===== src/rtl/fifo_pkg.sv =====
// Shared FIFO-side types and sizes.
// Holds data width, FIFO depth and the stream reader state encoding.
package fifo_pkg;

    localparam int DATA_WIDTH = 16;
    localparam int FIFO_DEPTH = 8;

    typedef enum logic [1:0] {
        EMPTY = 2'd0,
        ONE   = 2'd1,
        TWO   = 2'd2
    } reader_state_e;

endpackage


===== src/rtl/fifo_stream_reader.sv =====
// Drains a first-word-fall-through FIFO into a registered valid/ready stream.
// Ports: clk, rst_n (async low); FIFO read side fifo_empty/fifo_rd_data/
// fifo_rd_en; stream m_valid/m_data/m_ready; flush; word_count (handshakes).
module fifo_stream_reader #(
    parameter int DATA_WIDTH = fifo_pkg::DATA_WIDTH,
    parameter int CNT_WIDTH  = 16
) (
    input  logic                  clk,
    input  logic                  rst_n,
    input  logic                  fifo_empty,
    input  logic [DATA_WIDTH-1:0] fifo_rd_data,
    output logic                  fifo_rd_en,
    output logic                  m_valid,
    output logic [DATA_WIDTH-1:0] m_data,
    input  logic                  m_ready,
    input  logic                  flush,
    output logic [CNT_WIDTH-1:0]  word_count
);

    import fifo_pkg::*;

    reader_state_e         state;
    logic [DATA_WIDTH-1:0] skid;
    logic                  fire;
    logic                  pop;

    assign fire = m_valid && m_ready;

    // Pop decision uses only local occupancy, never m_ready, so the
    // FIFO read strobe has no combinational path from the consumer.
    assign pop = rst_n && !fifo_empty && !flush && (state != TWO);

    assign fifo_rd_en = pop;

    always_ff @(posedge clk or negedge rst_n) begin
        if (!rst_n) begin
            state      <= EMPTY;
            m_valid    <= 1'b0;
            m_data     <= '0;
            skid       <= '0;
            word_count <= '0;
        end else begin
            if (fire) begin
                word_count <= word_count + CNT_WIDTH'(1);
            end
            if (flush) begin
                state   <= EMPTY;
                m_valid <= 1'b0;
            end else begin
                unique case (state)
                    EMPTY: begin
                        if (pop) begin
                            m_data  <= fifo_rd_data;
                            m_valid <= 1'b1;
                            state   <= ONE;
                        end
                    end
                    ONE: begin
                        if (pop && fire) begin
                            m_data <= fifo_rd_data;
                        end else if (pop) begin
                            skid  <= fifo_rd_data;
                            state <= TWO;
                        end else if (fire) begin
                            m_valid <= 1'b0;
                            state   <= EMPTY;
                        end
                    end
                    TWO: begin
                        if (fire) begin
                            m_data <= skid;
                            state  <= ONE;
                        end
                    end
                    default: begin
                        m_valid <= 1'b0;
                        state   <= EMPTY;
                    end
                endcase
            end
        end
    end

endmodule


===== config.mk =====
export PLATFORM = sky130hd
export DESIGN_NAME = fifo_stream_reader
export DESIGN_NICKNAME = d
export VERILOG_FILES = /design/src/rtl/fifo_pkg.sv /design/src/rtl/fifo_stream_reader.sv
export SDC_FILE = /design/constraint.sdc
export NUM_CORES = 1
export LEC_CHECK = 0
export CAP_MARGIN = 20
export CORE_UTILIZATION = 38
export DETAILED_ROUTE_END_ITERATION = 6
export PLACE_DENSITY = 0.65
export SLEW_MARGIN = 10
export SYNTH_ARGS = -nofsm -noshare
export SYNTH_HDL_FRONTEND = slang
export SYNTH_SLANG_ARGS = --single-unit

===== constraint.sdc =====
create_clock -name clk -period 2.22 [get_ports clk]
set_input_delay 0.444 -clock clk [delete_from_list [all_inputs] [get_ports clk]]
set_output_delay 0.444 -clock clk [all_outputs]
set_load 0.02 [all_outputs]

==> impl_metrics.csv, run 1 <==
group,metric,value,unit
run_status,status,"completed",
sta,hold_viol_final,0,
detailed_routing,antenna_left,0,
final_layout,layout-drive-gt1-share,0.319,
sta,max_slew_margin,0.678,
logic_synthesis,synth_warnings,0,
power_and_ir_drop,ir_worst_vdd,0.570,mV
logic_synthesis,syn_area,2350,um^2
logic_synthesis,synth_nets,188,
clocking,clock_sinks,51,
final_layout,antenna_cells,0,
logic_synthesis,synth-seq-area-share,0.544,
worst_setup_path,endpoint_kind,"primary output",
power_and_ir_drop,p_per_area,823,nW/um^2
hold_path,hold_path.class,"in2async",
detailed_routing,initialDrtViolationCount,45,
placed_design,io_buffer_count,54,
sta,rsz0062_at_grt,"false",
worst_setup_path,critPathMaxStageDelay,0.42,ns
detailed_routing,drc,0,
sta,post-route-period-util,0.888,
detailed_routing,drtPass1Iterations,4,
global_routing,grt_pass1_vias,1512,
worst_setup_path,path_cells,"clkdlybuf4s50_1 > nand2b_1 > nor3_1 > dlygate4sd2_1",
logic_synthesis,netlist_instances,166,
flow_run,max_cap_violations,0,
logic_synthesis,syn_area_per_cell,14.1,um^2
final_layout,area_growth,33.0,%
worst_setup_path,path_class,"in2out",
worst_setup_path,crit_fanout,2,
sta,tns,0,ns
global_routing,overflow,0,
power_and_ir_drop,leakage,1.36,nW
logic_synthesis,ys_seq_elements,51,
detailed_routing,num_vias,1519,
die,core,5920,um^2
global_routing,grt_max_degree,39,
clocking,cts-root-buf,"clkbuf_8",
sta,max_clock_freq,508,MHz
global_routing,grt_usage,0.146,
clocking,cts_setup_buffers,0,
clocking,path_clk_slew,0.09,ns
logic_synthesis,synth.distinct_cells,27,
clocking,cts_buffers,5,
die,dieArea,6490,um^2
worst_setup_path,worst_ep_required_time,1.78,ns
clocking,cts_tree,"yes",
detailed_routing,wl_per_cell,13.7,um
final_layout,fin_nets,256,
sta,skew,0.00335,ns
worst_setup_path,cp.arrival,1.53,ns
worst_setup_path,worstSetupStartpointType,"input pin",
placed_design,place_hpwl,3010,um
clocking,htree_levels,2,
die,die_h,80.6,um
final_layout,nFillCells,523,
detailed_routing,vias_per_cell,4.90,
die,boundaryPins,55,
sta,setup_viol,0,
die,num_rows,28,
global_routing,grt_first_pass_wirelength,7110,um
global_routing,antenna_found_initial,0,
placed_design,globalplace.congestion,0.701,
sta,drv_slew,0,
sta,tightestPinTransition,0.483,ns
sta,fin_crit,1.97,ns
worst_setup_path,slowest_stage,"clkdlybuf4s50_1",
die,initial_core_util,0.396,
clocking,clockBufferDepth,2,
clocking,clock_latency,0.30,ns
detailed_routing,wl,4240,um
final_layout,fin_util,0.527,
die,fp.dieW,80.6,um
[layout by cell type, fill, tap and decap left out, types with 3 or more instances in the layout]
cell and count:
dfrtp_1 51, nand3_1 4, nand2_1 11, a21oi_1 3, buf_4 10, mux2_4 12, nor2_1 5, clkdlybuf4s50_1 52
and4_1 3, xor2_1 4, mux2_2 36, nand4_1 4, xnor2_1 11, clkbuf_8 5
[power breakdown]
| group | internal (mW) | total, mW | switching [mW] |
|---|---|---|---|
| registers | 1.13 | 1.27 | 0.138 |
| clock network | 0.220 | 0.528 | 0.308 |
| logic | 0.454 | 0.770 | 0.316 |
| total | 1.80 | 2.57 | 0.762 |
[flip-flops by register name, indices dropped and copies added (netlist names)]
name	count
word_count	16
skid	16
m_valid	1
m_data	16
state	2
[through the flow]
step	hold WS [ns]	power [mW]	std cells	cell area (um^2)	worst slack (ns)
after detailed placement	0.408	2.07	302	3030	-0.0446
after CTS	0.0696	2.60	310	3120	0.219
after floorplan	0.148	1.69	166	2350	0.403
after global placement	0.409	2.05	302	3030	-0.0650
final	0.0743	2.57	310	3120	0.250
after global routing	0.0725	2.73	310	3120	0.186
[cell usage after synthesis (all sizes together)]
| library cell | count | area share |
|---|---|---|
| nand3b | 1 | 0.0032 |
| nand2b | 1 | 0.0027 |
| nor3b | 1 | 0.0053 |
| o21bai | 2 | 0.0064 |
| xnor2 | 11 | 0.041 |
| xor2 | 4 | 0.015 |
| nand3 | 5 | 0.013 |
| nor4b | 1 | 0.0064 |
| mux2 | 48 | 0.25 |
| and4 | 3 | 0.011 |
| nor2 | 5 | 0.0080 |
| buf | 5 | 0.025 |
| a21oi | 5 | 0.017 |
| nor3 | 2 | 0.0043 |
| and2 | 2 | 0.0053 |
| ha | 1 | 0.0053 |
| and3 | 2 | 0.0053 |
| nand2 | 11 | 0.018 |
| nand4 | 4 | 0.011 |
| nor2b | 1 | 0.0037 |
| dfrtp | 51 | 0.54 |
[final timing paths]
path	cells past startpoint	slack, ns	from	to
worst max-delay path	4	0.25	fifo_empty	fifo_rd_en
worst min-delay path	2	0.07	rst_n	state[1]
worst max register to register	6	0.38	state[1]	m_data[15]
worst min register to register	1	0.47	word_count[15]	word_count[15]
max in group asynchronous	3	1.43	rst_n	m_data[8]
min in group clk	1	0.47	word_count[15]	word_count[15]
[per-layer routing]
metal	GRT usage	routed length, um
met1	0.196	2050
met2	0.225	1900
met3	0.0466	252
met4	0.0375	31
met5	0	0
[cell type report]
class,count,area [um^2],share of cell area
Sequential cell,51,1280,0.409
Multi-Input combinational cell,110,1010,0.324
Timing Repair Buffer,66,649,0.208
Tap cell,75,93.8,0.0301
Clock buffer,5,68.8,0.0221
Clock inverter,3,20.0,0.00642
[critical path: cells and delay by family]
family	cells	cell delay, ns
AND/OR/NAND/NOR	2	0.31
buffers and inverters	2	0.77
[cells by family after synthesis]
group,after synthesis,share of synthesized area
flip-flops,51,0.544
multiplexers,48,0.250
AND/OR/NAND/NOR,39,0.0965
XOR/XNOR,15,0.0560
AO/OA/AOI/OAI,7,0.0235
buffers and inverters,5,0.0251
adder cells (fa/ha/maj),1,0.00533
[what timing repair did]
| action | 4_1_cts | 5_1_grt |
|---|---|---|
| gates resized for setup | 1 | 0 |
| hold buffers | 0 | 0 |
| endpoints found under the setup margin | 1 | 0 |
(Power assumes the default switching activity.)
==> run 2, diff against run 1 <==
Settings changed: ABC_AREA set to 1, PLACE_DENSITY 0.65 to 0.64.
==> run 2 against run 1 <==
Net effect:
- setup slack better by 0.13 ns
- synthesized cell count rose by 84%
- register-to-register slack improved by 0.37 ns
- combinational power increased by 42%
- global-route usage increased by 2.6 points
- critical endpoint is now word_count[8]
- synthesized area grew 5.6%
- final cell count increased by 44%
- worst hold slack improved by 0.19 ns
- first-iteration DRC count increased by 110%
- fmax grew 7.0%
==> impl_metrics.csv, run 2 <==
group,metric,value,unit
run_status,status,"completed",
clocking,htree_levels,2,
worst_setup_path,critPathMaxStageDelay,0.64,ns
detailed_routing,initialDrtViolationCount,95,
final_layout,fin_nets,390,
logic_synthesis,synth_top_area_cell,"dfrtp_1",
final_layout,nFillCells,623,
clocking,cts_buffers,5,
sta,skew,0.00380,ns
power_and_ir_drop,leakage,1.64,nW
final_layout,mostFrequentLayoutCells,"nand2_1 (95), clkdlybuf4s50_1 (52), dfrtp_1 (51)",
worst_setup_path,path_cells,"clkdlybuf4s50_1",
sta,max_slew_margin,0.568,
worst_setup_path,slowest_stage,"clkdlybuf4s50_1",
final_layout,fin_area,3260,um^2
die,fp.dieW,82.7,um
global_routing,overflow,0,
logic_synthesis,yosysMostFrequentCell,"nand2_1",
flow_run,max_cap_violations,0,
sta,fin_hold_ws,0.264,ns
sta,rsz0062_at_grt,"false",
clocking,clock_latency,0.31,ns
global_routing,grt_first_pass_wirelength,8800,um
global_routing,grt_pass1_vias,2033,
final_layout,area_growth,31.6,%
die,boundaryPins,55,
worst_setup_path,worstSetupStartpointType,"register",
die,num_rows,29,
power_and_ir_drop,p_per_area,975,nW/um^2
hold_path,hold_path.class,"in2async",
detailed_routing,vias_per_cell,4.70,
worst_setup_path,rrSetupSlack,0.75,ns
detailed_routing,num_vias,2094,
worst_setup_path,endpoint_kind,"primary output",
global_routing,antenna_found_initial,0,
worst_setup_path,worst_ep_required_time,1.78,ns
final_layout,top_regs,"m_data: 16 flops, skid: 16 flops, word_count: 16 flops",
die,core,6310,um^2
final_layout,final_common_cell,"nand2_1",
placed_design,io_buffer_count,54,
die,dieArea,6850,um^2
clocking,cts_tree,"yes",
sta,post-route-period-util,0.830,
logic_synthesis,syn_area_per_cell,8.10,um^2
worst_setup_path,r2r_start,"state[0]",
clocking,cts-root-buf,"clkbuf_8",
detailed_routing,wl,5110,um
detailed_routing,drtPass1Iterations,4,
final_layout,seqCellArea,1280,um^2
logic_synthesis,ys.flop_type,"dfrtp_1",
final_layout,multi_input_area,991,um^2
sta,setup_viol,0,
worst_setup_path,cp.arrival,1.40,ns
worst_setup_path,critPathTopFamily,"buffers and inverters",
logic_synthesis,netlist.area_leader.share,0.515,
detailed_routing,antenna_left,0,
logic_synthesis,synth-seq-area-share,0.515,
sta,hold_viol_final,0,
power_and_ir_drop,ir_worst_vdd,0.494,mV
final_layout,antenna_cells,0,
worst_setup_path,r2r_cells,8,
detailed_routing,drc,0,
worst_setup_path,cp_num_buf_inv,1,
sta,drv_slew,0,
worst_setup_path,r2r_end,"m_data[4]",
clocking,path_clk_slew,0.09,ns
sta,tns,0,ns
sta,max_clock_freq,543,MHz
logic_synthesis,synth_area_leaders,"dfrtp_1 (52%), nand2_1 (14%), nand3_1 (5.7%), inv_1 (5.2%), o21ai_0 (3.8%)",
global_routing,grt_max_degree,52,
placed_design,globalplace.congestion,0.761,
logic_synthesis,async_flop_share,1.00,
placed_design,place_hpwl,3670,um
logic_synthesis,synth_warnings,0,
sta,tightestPinTransition,0.648,ns
logic_synthesis,netlist_instances,306,
logic_synthesis,syn_area,2480,um^2
worst_setup_path,crit_fanout,6,
logic_synthesis,ys_seq_elements,51,
logic_synthesis,synth_edf_count,0,
die,initial_core_util,0.392,
clocking,clock_sinks,51,
die,die_h,82.7,um
worst_setup_path,path_class,"reg2out",
logic_synthesis,synth.distinct_cells,25,
detailed_routing,wl_per_cell,11.5,um
placed_design,place_area,3140,um^2
power_and_ir_drop,power,3.18,mW
clocking,clockBufferDepth,2,
final_layout,layout-drive-gt1-share,0.100,
logic_synthesis,ys_top_cells_by_count,"nand2_1 (95), dfrtp_1 (51), inv_1 (34)",
global_routing,grt_usage,0.171,
logic_synthesis,synth_nets,328,
sta,fin_crit,1.84,ns
clocking,holdBufCountCts,0,
-- run 2: changes by cell type after synthesis, sizes merged, moves of 3 or more --
cell,previous run,this run
nand3,5,29
mux2,48,0
buf,5,9
xnor2,11,3
nand2,11,99
nor3,2,5
inv,0,41
nor2,5,18
o21ai,0,32
and4,3,0
-- run 2: final cells by class --
cell class	count	area share
clock buffer	6	0.0253
clock inverter	2	0.0107
inverter	41	0.0472
multi-input combinational	205	0.304
sequential	51	0.391
tap	77	0.0295
timing repair buffer	64	0.192
-- run 2: through the flow --
step	worst slack (ns)	cells	utilization
3_5_place_dp	0.0250	438	0.497
6_report	0.378	446	0.516
4_1_cts	0.0240	446	0.516
3_3_place_gp	0.0303	438	0.497
2_1_floorplan	0.807	306	-
5_1_grt	0.302	446	0.516
-- run 2: logic make-up (layout without fill, tap and decap cells) --
| logic type | count (synthesis) | after routing | share of synthesized area |
|---|---|---|---|
| and+or+nand+nor | 157 | 157 | 0.280 |
| DFF | 51 | 51 | 0.515 |
| AOI/OAI and AO/OA | 39 | 39 | 0.0864 |
| adders and majority gates | 1 | 1 | 0.00505 |
| buffers and inverters | 50 | 113 | 0.0848 |
| xor gates and xnor gates | 8 | 8 | 0.0283 |
-- run 2: per-layer routing --
metal  up-vias  global-route usage  part of all wire  routed length (um)
met5         -                   0                 0                   0
met2        48               0.289              0.48                2430
met1       951               0.209              0.47                2400
met4         0              0.0793             0.017                  87
met3         9              0.0341             0.037                 189
li1       1086                   -                 -                   -
-- run 2: timing repair --
action	CTS	global route
setup endpoints to repair	0	1
gates resized for setup	0	1
setup buffers	0	0
-- run 2: where the power goes --
part           total (mW)  internal, mW  switching, mW  leakage (nW)
registers            1.41          1.23          0.182         0.630
clock network       0.676         0.365          0.311        0.0612
logic                1.09         0.510          0.580         0.953
total                3.18          2.11           1.07          1.64
-- run 2: worst max-delay path by stage --
stage | startpoint | end | slack, ns | cells after the start
2_1_floorplan | word_count[1] | word_count[12] | 0.81 | 8
3_3_place_gp | fifo_empty | fifo_rd_en | 0.03 | 5
3_5_place_dp | fifo_empty | fifo_rd_en | 0.02 | 5
4_1_cts | fifo_empty | fifo_rd_en | 0.02 | 5
5_1_grt | word_count[8] | word_count[8] | 0.30 | 1
6_report | word_count[8] | word_count[8] | 0.38 | 1
